`config.mk`:
```
export PLATFORM = sky130hd
export DESIGN_NAME = udcount_bcd_n
export DESIGN_NICKNAME = d
export VERILOG_FILES = /design/src/rtl/udcount_bcd_n.sv
export SDC_FILE = /design/constraint.sdc
export NUM_CORES = 1
export LEC_CHECK = 0
export ABC_AREA = 1
export BUFFER_PORTS_ARGS = -buffer_cell sky130_fd_sc_hd__clkbuf_2
export CELL_PAD_IN_SITES_DETAIL_PLACEMENT = 0
export CELL_PAD_IN_SITES_GLOBAL_PLACEMENT = 1
export CORE_MARGIN = 5
export CORE_UTILIZATION = 30
export CTS_CLUSTER_DIAMETER = 150
export DETAILED_ROUTE_END_ITERATION = 7
export PLACE_DENSITY = 0.71
export SYNTH_ARGS = -nofsm -noshare
export SYNTH_HDL_FRONTEND = slang
export SYNTH_SLANG_ARGS = --single-unit
```
`constraint.sdc`:
```
create_clock -name clock -period 1.91 [get_ports clock]
set_input_delay 0.382 -clock clock [delete_from_list [all_inputs] [get_ports clock]]
set_output_delay 0.382 -clock clock [all_outputs]
set_load 0.02 [all_outputs]
```
`src/rtl/udcount_bcd_n.sv`:
```
// udcount_bcd_n -- N-digit cascaded BCD up/down counter
//
// Purpose:
//   Counts up or down in BCD across DIGITS cascaded decade digits. The most
//   significant digit is limited to MAX_MSD, so a counter with DIGITS=2 and
//   MAX_MSD=5 counts modulo 60. Provides a synchronous clear, a parallel load
//   (clamped to legal BCD), a registered wrap pulse and a combinational
//   terminal-count flag for chaining.
//
// Parameters:
//   DIGITS   number of BCD digits (1..8), digit 0 least significant
//   MAX_MSD  largest value of the most significant digit (1..9)
//
// Ports:
//   clock   in   rising-edge clock
//   reset   in   asynchronous, active-low reset (q=0, carry=0)
//   enable  in   count enable
//   ud      in   direction: 0 = up, 1 = down
//   clear   in   synchronous clear (highest priority)
//   load    in   synchronous parallel load of din
//   din     in   load value, digit i at din[4i+3:4i]
//   q       out  count value, digit i at q[4i+3:4i]
//   carry   out  one-cycle pulse on wrap (or on a blocked step when saturating)
//   tc      out  enable & (at MAXV counting up, or at zero counting down)
//
// Build option:
//   UDCNT_SATURATE_EN  when defined, the counter holds at MAXV (up) or zero
//                      (down) instead of wrapping; carry pulses on each
//                      enabled edge spent at the held limit.

module udcount_bcd_n #(
    parameter int DIGITS  = 4,
    parameter int MAX_MSD = 9
) (
    input  logic                  clock,
    input  logic                  reset,
    input  logic                  enable,
    input  logic                  ud,
    input  logic                  clear,
    input  logic                  load,
    input  logic [4*DIGITS-1:0]   din,
    output logic [4*DIGITS-1:0]   q,
    output logic                  carry,
    output logic                  tc
);

    localparam int unsigned ND      = $unsigned(DIGITS);
    localparam logic [3:0]  MSD_TOP = 4'(MAX_MSD);

    logic [4*DIGITS-1:0] q_cnt;
    logic [4*DIGITS-1:0] q_ld;
    logic                all_top;
    logic                all_zero;
    logic                chain;
    logic                at_limit;
    logic [3:0]          d;
    logic [3:0]          d_in;
    logic [3:0]          lim;

    // Ripple the step condition upward: a digit steps only while every lower
    // digit sits at its roll-over value for the current direction.
    always_comb begin
        q_cnt    = q;
        q_ld     = '0;
        all_top  = 1'b1;
        all_zero = 1'b1;
        chain    = 1'b1;
        d        = '0;
        d_in     = '0;
        lim      = '0;
        for (int unsigned i = 0; i < ND; i++) begin
            d    = q[4*i +: 4];
            d_in = din[4*i +: 4];
            lim  = (i == ND - 1) ? MSD_TOP : 4'd9;

            q_ld[4*i +: 4] = (d_in > lim) ? lim : d_in;

            if (chain) begin
                if (!ud)
                    q_cnt[4*i +: 4] = (d == lim) ? 4'd0 : d + 4'd1;
                else
                    q_cnt[4*i +: 4] = (d == 4'd0) ? lim : d - 4'd1;
            end

            chain    = chain & (ud ? (d == 4'd0) : (d == lim));
            all_top  = all_top & (d == lim);
            all_zero = all_zero & (d == 4'd0);
        end
    end

    assign at_limit = ud ? all_zero : all_top;
    assign tc       = enable & at_limit;

    always_ff @(posedge clock or negedge reset) begin
        if (!reset) begin
            q     <= '0;
            carry <= 1'b0;
        end else if (clear) begin
            q     <= '0;
            carry <= 1'b0;
        end else if (load) begin
            q     <= q_ld;
            carry <= 1'b0;
        end else if (enable) begin
`ifdef UDCNT_SATURATE_EN
            if (at_limit) begin
                q     <= q;
                carry <= 1'b1;
            end else begin
                q     <= q_cnt;
                carry <= 1'b0;
            end
`else
            q     <= q_cnt;
            carry <= at_limit;
`endif
        end else begin
            carry <= 1'b0;
        end
    end

endmodule

```
==> summary.txt, run 1 <==
Status = finished, violations left
Failing checks = negative setup slack
P per Cell Area = 616.0 nW/um^2
Cell Chain, Critical Path = inv_2 -> ha_4 -> nand3_2 -> nor3_2 -> nand2_1 -> nand2_2 -> inv_2 -> nor2_4 -> buf_8
CTS tree = yes
Register area share after synthesis = 0.2522
Setup CP Type = reg2out
Num rows = 27
Vias per cell = 4.886
Worst R2R Path Depth = 10
Post-DP HPWL = 4144 um
Die Y = 84.98 um
Post-layout net count = 376
Max-slew violations = 0
Die area = 7222 um^2
Max Cap Viol = 0
Chip width = 84.98 um
Starting Density = 0.3082
# DRC = 0
Ports = 40
Power share of the combinational group = 0.493
Total gr overflow = 0
Final cell count without fillers = 414
Wire length per cell = 13.09 um
Critical R2R Launch = q[9]$_DFFE_PN0P_
Worst-case clock buffer depth = 2
Post-route ant nets = 0
Slew HR = 0.6669
Diode count = 0
CP Max Fanout = 3
RSZ-0062 raised after global routing = true
Fillers = 605
Synth top area cells = dfrtp_1 25%, nand2_1 18%, nand3_1 12%
Internal = 0.0008419 W
Fin crit period = 1974 ps
Worst VDD drop = 255.4 uV
Via count = 2023
Clock transition at path regs = 70 ps
R2r setup slk = 260 ps
Cell taking the most area after synthesis = dfrtp_1
Switching share of total power = 0.4196
Most used routing layer = met2
Post-synth top area share = 0.2522
Worst Setup SP = q[13]$_DFFE_PN0P_
Crit. End Element = output pin
Clk pwr share = 0.198
IO buf count = 39
Worst setup SP type = flip-flop
Setup violators final = 1
Hold-fix buffers, CTS = 0
First-pass GRT wire length = 9349 um
Post-Syn Area = 1687 um^2
LEAKAGE = 1.250 nW
Largest net degree at the start of global routing = 18
Utilization after layout = 0.4303
H-tree depth = 1
Seq pwr share = 0.309
Critical Path RT = 1530 ps
GR Util met1 = 0.1905
Vias in the first global route = 2087
Share of layout cells above drive strength 1 = 0.3216
Core area = 5473 um^2
Unique masters post-synth = 28
Clock Skew = 1.301 ps
Clk Latency, worst-skew pair = 250 ps
Slowest-stage cell, CP = dfrtp_1
Finished Cell Area = 2355 um^2
F_max = 0.5066 GHz
Worst setup margin = -63.89 ps
Grt met3 use = 0.02233
Placed cell area = 2118 um^2
Mean Syn Cell Area = 6.133 um^2
Slew @ Worst Pin = 499.6 ps
Root Driver = clkbuf_8
FF+latch count, synth = 17
CTS Buf Count = 3
Register area = 430.4 um^2
Crit share post-route = 1.033
Initial DRC count = 110
Final GP Congestion = 0.9048
Clk sink count = 17
P&R area growth vs syn = 39.61%
Min Hold Slack = 77.35 ps
Placed cell count = 403
Most frequent CP cell = inv_2
Initial antenna violation count = 0
Drt pass-1 iters = 4
Warnings, synthesis = 0
Worst path arrival time = 1590 ps
Multi-input gate area = 1239 um^2
Met2 Use GR = 0.2733
Hold Fails Final Rpt = 0
Synth Instances = 275
Routed wire length = 5418 um
GRT Util Overall = 0.1554
Mapped Nets = 308
Net Sw Power = 0.0006087 W
Worst R2R End = q[9]$_DFFE_PN0P_
Min-Delay Path Class = in2async
CP peak stage delay = 390 ps
## cell type report
cell class	instances	share of cell area
clock buffers	4	0.01913
inverters	32	0.05101
flip-flops and latches	17	0.1828
repair buffers	69	0.1828
well taps	72	0.03826
multi-input cells	220	0.5260
## per-stage QoR
stage	power (W)	setup TNS, ps	worst slack, ps
finish	0.001451	-63.89	-63.89
floorplan	0.0008394	0	63.17
CTS	0.001429	-87.53	-87.53
global route	0.001571	-176.8	-176.8
detailed placement	0.001077	0	56.48
global placement	0.001074	0	121.7
## Yosys cell counts
| cell | n |
|---|---|
| dfrtp_1 | 17 |
| o311ai_0 | 1 |
| a221oi_1 | 1 |
| o22ai_1 | 1 |
| a31oi_1 | 3 |
| clkbuf_2 | 1 |
| or2_2 | 2 |
| nand3b_1 | 1 |
| clkbuf_1 | 1 |
| nand4_1 | 5 |
| inv_1 | 30 |
| nand3_1 | 39 |
| inv_2 | 2 |
| xnor2_1 | 1 |
| nor2_2 | 1 |
| o211ai_1 | 2 |
| o21ai_0 | 17 |
| nor3_1 | 4 |
| nand2_1 | 82 |
| buf_2 | 4 |
| nand2_4 | 1 |
| o21ai_4 | 1 |
| a21oi_1 | 9 |
| nand2_2 | 6 |
| nor2_4 | 1 |
| nor2_1 | 30 |
| ha_1 | 11 |
| xor2_1 | 1 |
## worst max-delay path: cells and delay by family, from the launching register on
kind | cells | cell delay [ps]
simple gates | 5 | 520
fa+ha+maj | 1 | 150
buf+inv | 3 | 270
flops | 1 | 390
## routing by layer
layer / routed length (um) / up-vias
met1: 2328 / 937
met4: 58 / 0
li1: - / 1033
met5: 0 / -
met2: 2777 / 47
met3: 253 / 6
## worst max-delay path by stage
stage	to	depth (start not counted)
finish	tc	9
global route	tc	9
CTS	tc	9
detailed placement	tc	9
global placement	tc	9
floorplan	tc	8
## power groups by stage
stage / registers, W / clock network [W] / logic (W)
after global routing: 0.000455 / 0.000315 / 0.000801
after detailed placement: 0.000446 / 0 / 0.000631
after CTS: 0.000445 / 0.000300 / 0.000684
final: 0.000448 / 0.000287 / 0.000715
after global placement: 0.000445 / 0 / 0.000630
after floorplan: 0.000507 / 0 / 0.000332
## cells by family after synthesis
logic type	after synthesis	share of synthesized area
buf+inv	38	0.08828
flops	17	0.2522
compound gates	35	0.1209
simple gates	172	0.4466
fa+ha+maj	11	0.08160
xor+xnor	2	0.01039
## sequential cells by signal, summed over array words and instances, names as in the netlist
| signal | count |
|---|---|
| q | 16 |
| carry | 1 |
## placed cells by master (no fill, tap or decap), drive strengths merged
master  count
a31oi       3
o22ai       1
nor3        4
ha         11
xor2        1
dfrtp      17
a221oi      1
nand3      39
nor2       32
nand3b      1
buf        31
or2         2
clkbuf     42
nand2      89
o211ai      2
xnor2       1
inv        32
o21ai      18
nand4       5
a21oi       9
o311ai      1
## timing repair
item                       in CTS  in global routing
setup buffers                   5                  2
gates resized for setup        23                 12
pin swaps                       5                  6
setup endpoints to repair       1                  1
Note: power is estimated with default switching activity, not from simulation.
==> run 2: changes to the inputs <==
--- a/config.mk
+++ b/config.mk
@@ -14,6 +14,7 @@
 export CTS_CLUSTER_DIAMETER = 150
 export DETAILED_ROUTE_END_ITERATION = 7
 export PLACE_DENSITY = 0.71
+export SETUP_SLACK_MARGIN = 0.2
 export SYNTH_ARGS = -nofsm -noshare
 export SYNTH_HDL_FRONTEND = slang
 export SYNTH_SLANG_ARGS = --single-unit
==> summary.txt, run 2 (synthesis results as in run 1) <==
Core area = 5473 um^2
Clock Skew = 3.133 ps
Largest regs = q: 16 flops, carry: 1 flops
Clk pwr share = 0.193
Slew @ Worst Pin = 570.5 ps
Clk Latency, worst-skew pair = 260 ps
Num rows = 27
Routed wire length = 5481 um
Worst path arrival time = 1570 ps
Net Sw Power = 0.0006213 W
IO buf count = 39
Max Cap Viol = 0
CTS tree = yes
P per Cell Area = 615.4 nW/um^2
Status = finished, violations left
Die Y = 84.98 um
Vias in the first global route = 1986
Worst VDD drop = 236.0 uV
Post-layout net count = 375
Post-route ant nets = 0
Seq pwr share = 0.311
First-pass GRT wire length = 9356 um
Finished Cell Area = 2391 um^2
Total gr overflow = 0
CTS Buf Count = 3
Root Driver = clkbuf_8
Chip width = 84.98 um
Share of layout cells above drive strength 1 = 0.3519
GRT Util Overall = 0.1558
Clock transition at path regs = 70 ps
Placed cell area = 2106 um^2
LEAKAGE = 1.237 nW
Placed cell count = 399
Max-slew violations = 0
Slew HR = 0.6192
Commonest non-fill, non-tap cell in the layout = nand2_1
Clk sink count = 17
# DRC = 0
H-tree depth = 1
Internal = 0.0008501 W
RSZ-0062 raised after global routing = true
Commonest non-fill, non-tap cells in the layout = 76 x nand2_1, 38 x clkbuf_2, 34 x nand3_1, 29 x buf_4, 27 x nor2_1
Min-Delay Path Class = in2async
Final cell count without fillers = 413
Initial DRC count = 76
Worst setup SP type = flip-flop
F_max = 0.5121 GHz
Switching share of total power = 0.4223
Fin crit period = 1953 ps
Crit. End Element = output pin
Die area = 7222 um^2
Initial antenna violation count = 0
Utilization after layout = 0.4369
Largest net degree at the start of global routing = 18
Worst-case clock buffer depth = 2
Worst setup margin = -42.76 ps
Via count = 2009
Hold Fails Final Rpt = 0
Post-DP HPWL = 4140 um
Final GP Congestion = 0.9112
Largest Register = q
Failing checks = negative setup slack
Crit share post-route = 1.022
Ports = 40
Number of flip-flops in the largest register = 16
P&R area growth vs syn = 41.77%
Vias per cell = 4.864
Critical Path RT = 1530 ps
Drt pass-1 iters = 4
Power share of the combinational group = 0.496
Starting Density = 0.3082
CP Max Fanout = 3
Diode count = 0
Setup violators final = 1
Wire length per cell = 13.27 um
Hold-fix buffers, CTS = 0
Setup CP Type = reg2out
Total power = 0.001471 W
[run 2: layout make-up]
class | count | area (um^2)
clock buffers | 4 | 45.04
fillers | 626 | 3082
inverters | 32 | 135.1
multi-input cells | 220 | 1265
flip-flops and latches | 17 | 432.9
well taps | 72 | 90.09
repair buffers | 68 | 422.9
[run 2: routing by layer]
| metal | up-vias | routed length, um | GRT usage |
|---|---|---|---|
| li1 | 1037 | - | - |
| met1 | 918 | 2605 | 0.2070 |
| met2 | 46 | 2605 | 0.2669 |
| met3 | 8 | 199 | 0.02039 |
| met4 | 0 | 70 | 0.03597 |
| met5 | - | 0 | 0 |
[run 2: path summary, 6_finish.rpt]
check | startpoint | to | slack (ps) | cells after the start
max | q[13]$_DFFE_PN0P_ | tc | -40 | 9
max reg2reg | q[1]$_DFFE_PN0P_ | q[14]$_DFFE_PN0P_ | 90 | 12
min in group clock | din[0] | q[0]$_DFFE_PN0P_ | 430 | 3
max in group asynchronous | reset | q[8]$_DFFE_PN0P_ | 1490 | 1
min reg2reg | q[5]$_DFFE_PN0P_ | q[5]$_DFFE_PN0P_ | 600 | 2
min | reset | q[2]$_DFFE_PN0P_ | 60 | 1
[run 2: power groups by stage]
stage | Clock [W] | Combinational [W] | Sequential (W)
after detailed placement | 0 | 0.000616 | 0.000459
after global routing | 0.000301 | 0.000820 | 0.000465
after CTS | 0.000289 | 0.000705 | 0.000453
final | 0.000284 | 0.000729 | 0.000458
after floorplan | 0 | 0.000336 | 0.000514
after global placement | 0 | 0.000616 | 0.000457
[run 2: worst max-delay path, stage by stage (launching register included)]
cell     delay [ps]
dfrtp_2         420
inv_4            90
ha_4            150
nand3_4          80
nor3_2          190
nand2_1          80
nand2_2          60
inv_2            50
nor2_4           80
buf_8           110
[run 2: timing repair]
item,4_1_cts,5_1_grt
setup endpoints to repair,5,13
resized for setup,24,16
buffers inserted,10,0
pin swaps,6,6
[run 2: metrics by stage]
stage | hold slack [ps] | setup TNS, ps | setup WS, ps
detailed placement | 361.8 | 0 | 71.63
finish | 63.96 | -42.76 | -42.76
floorplan | 86.41 | 0 | 204.1
global route | 111.4 | -201.4 | -165.8
global placement | 372.4 | 0 | 77.11
CTS | 82.99 | -57.55 | -57.55
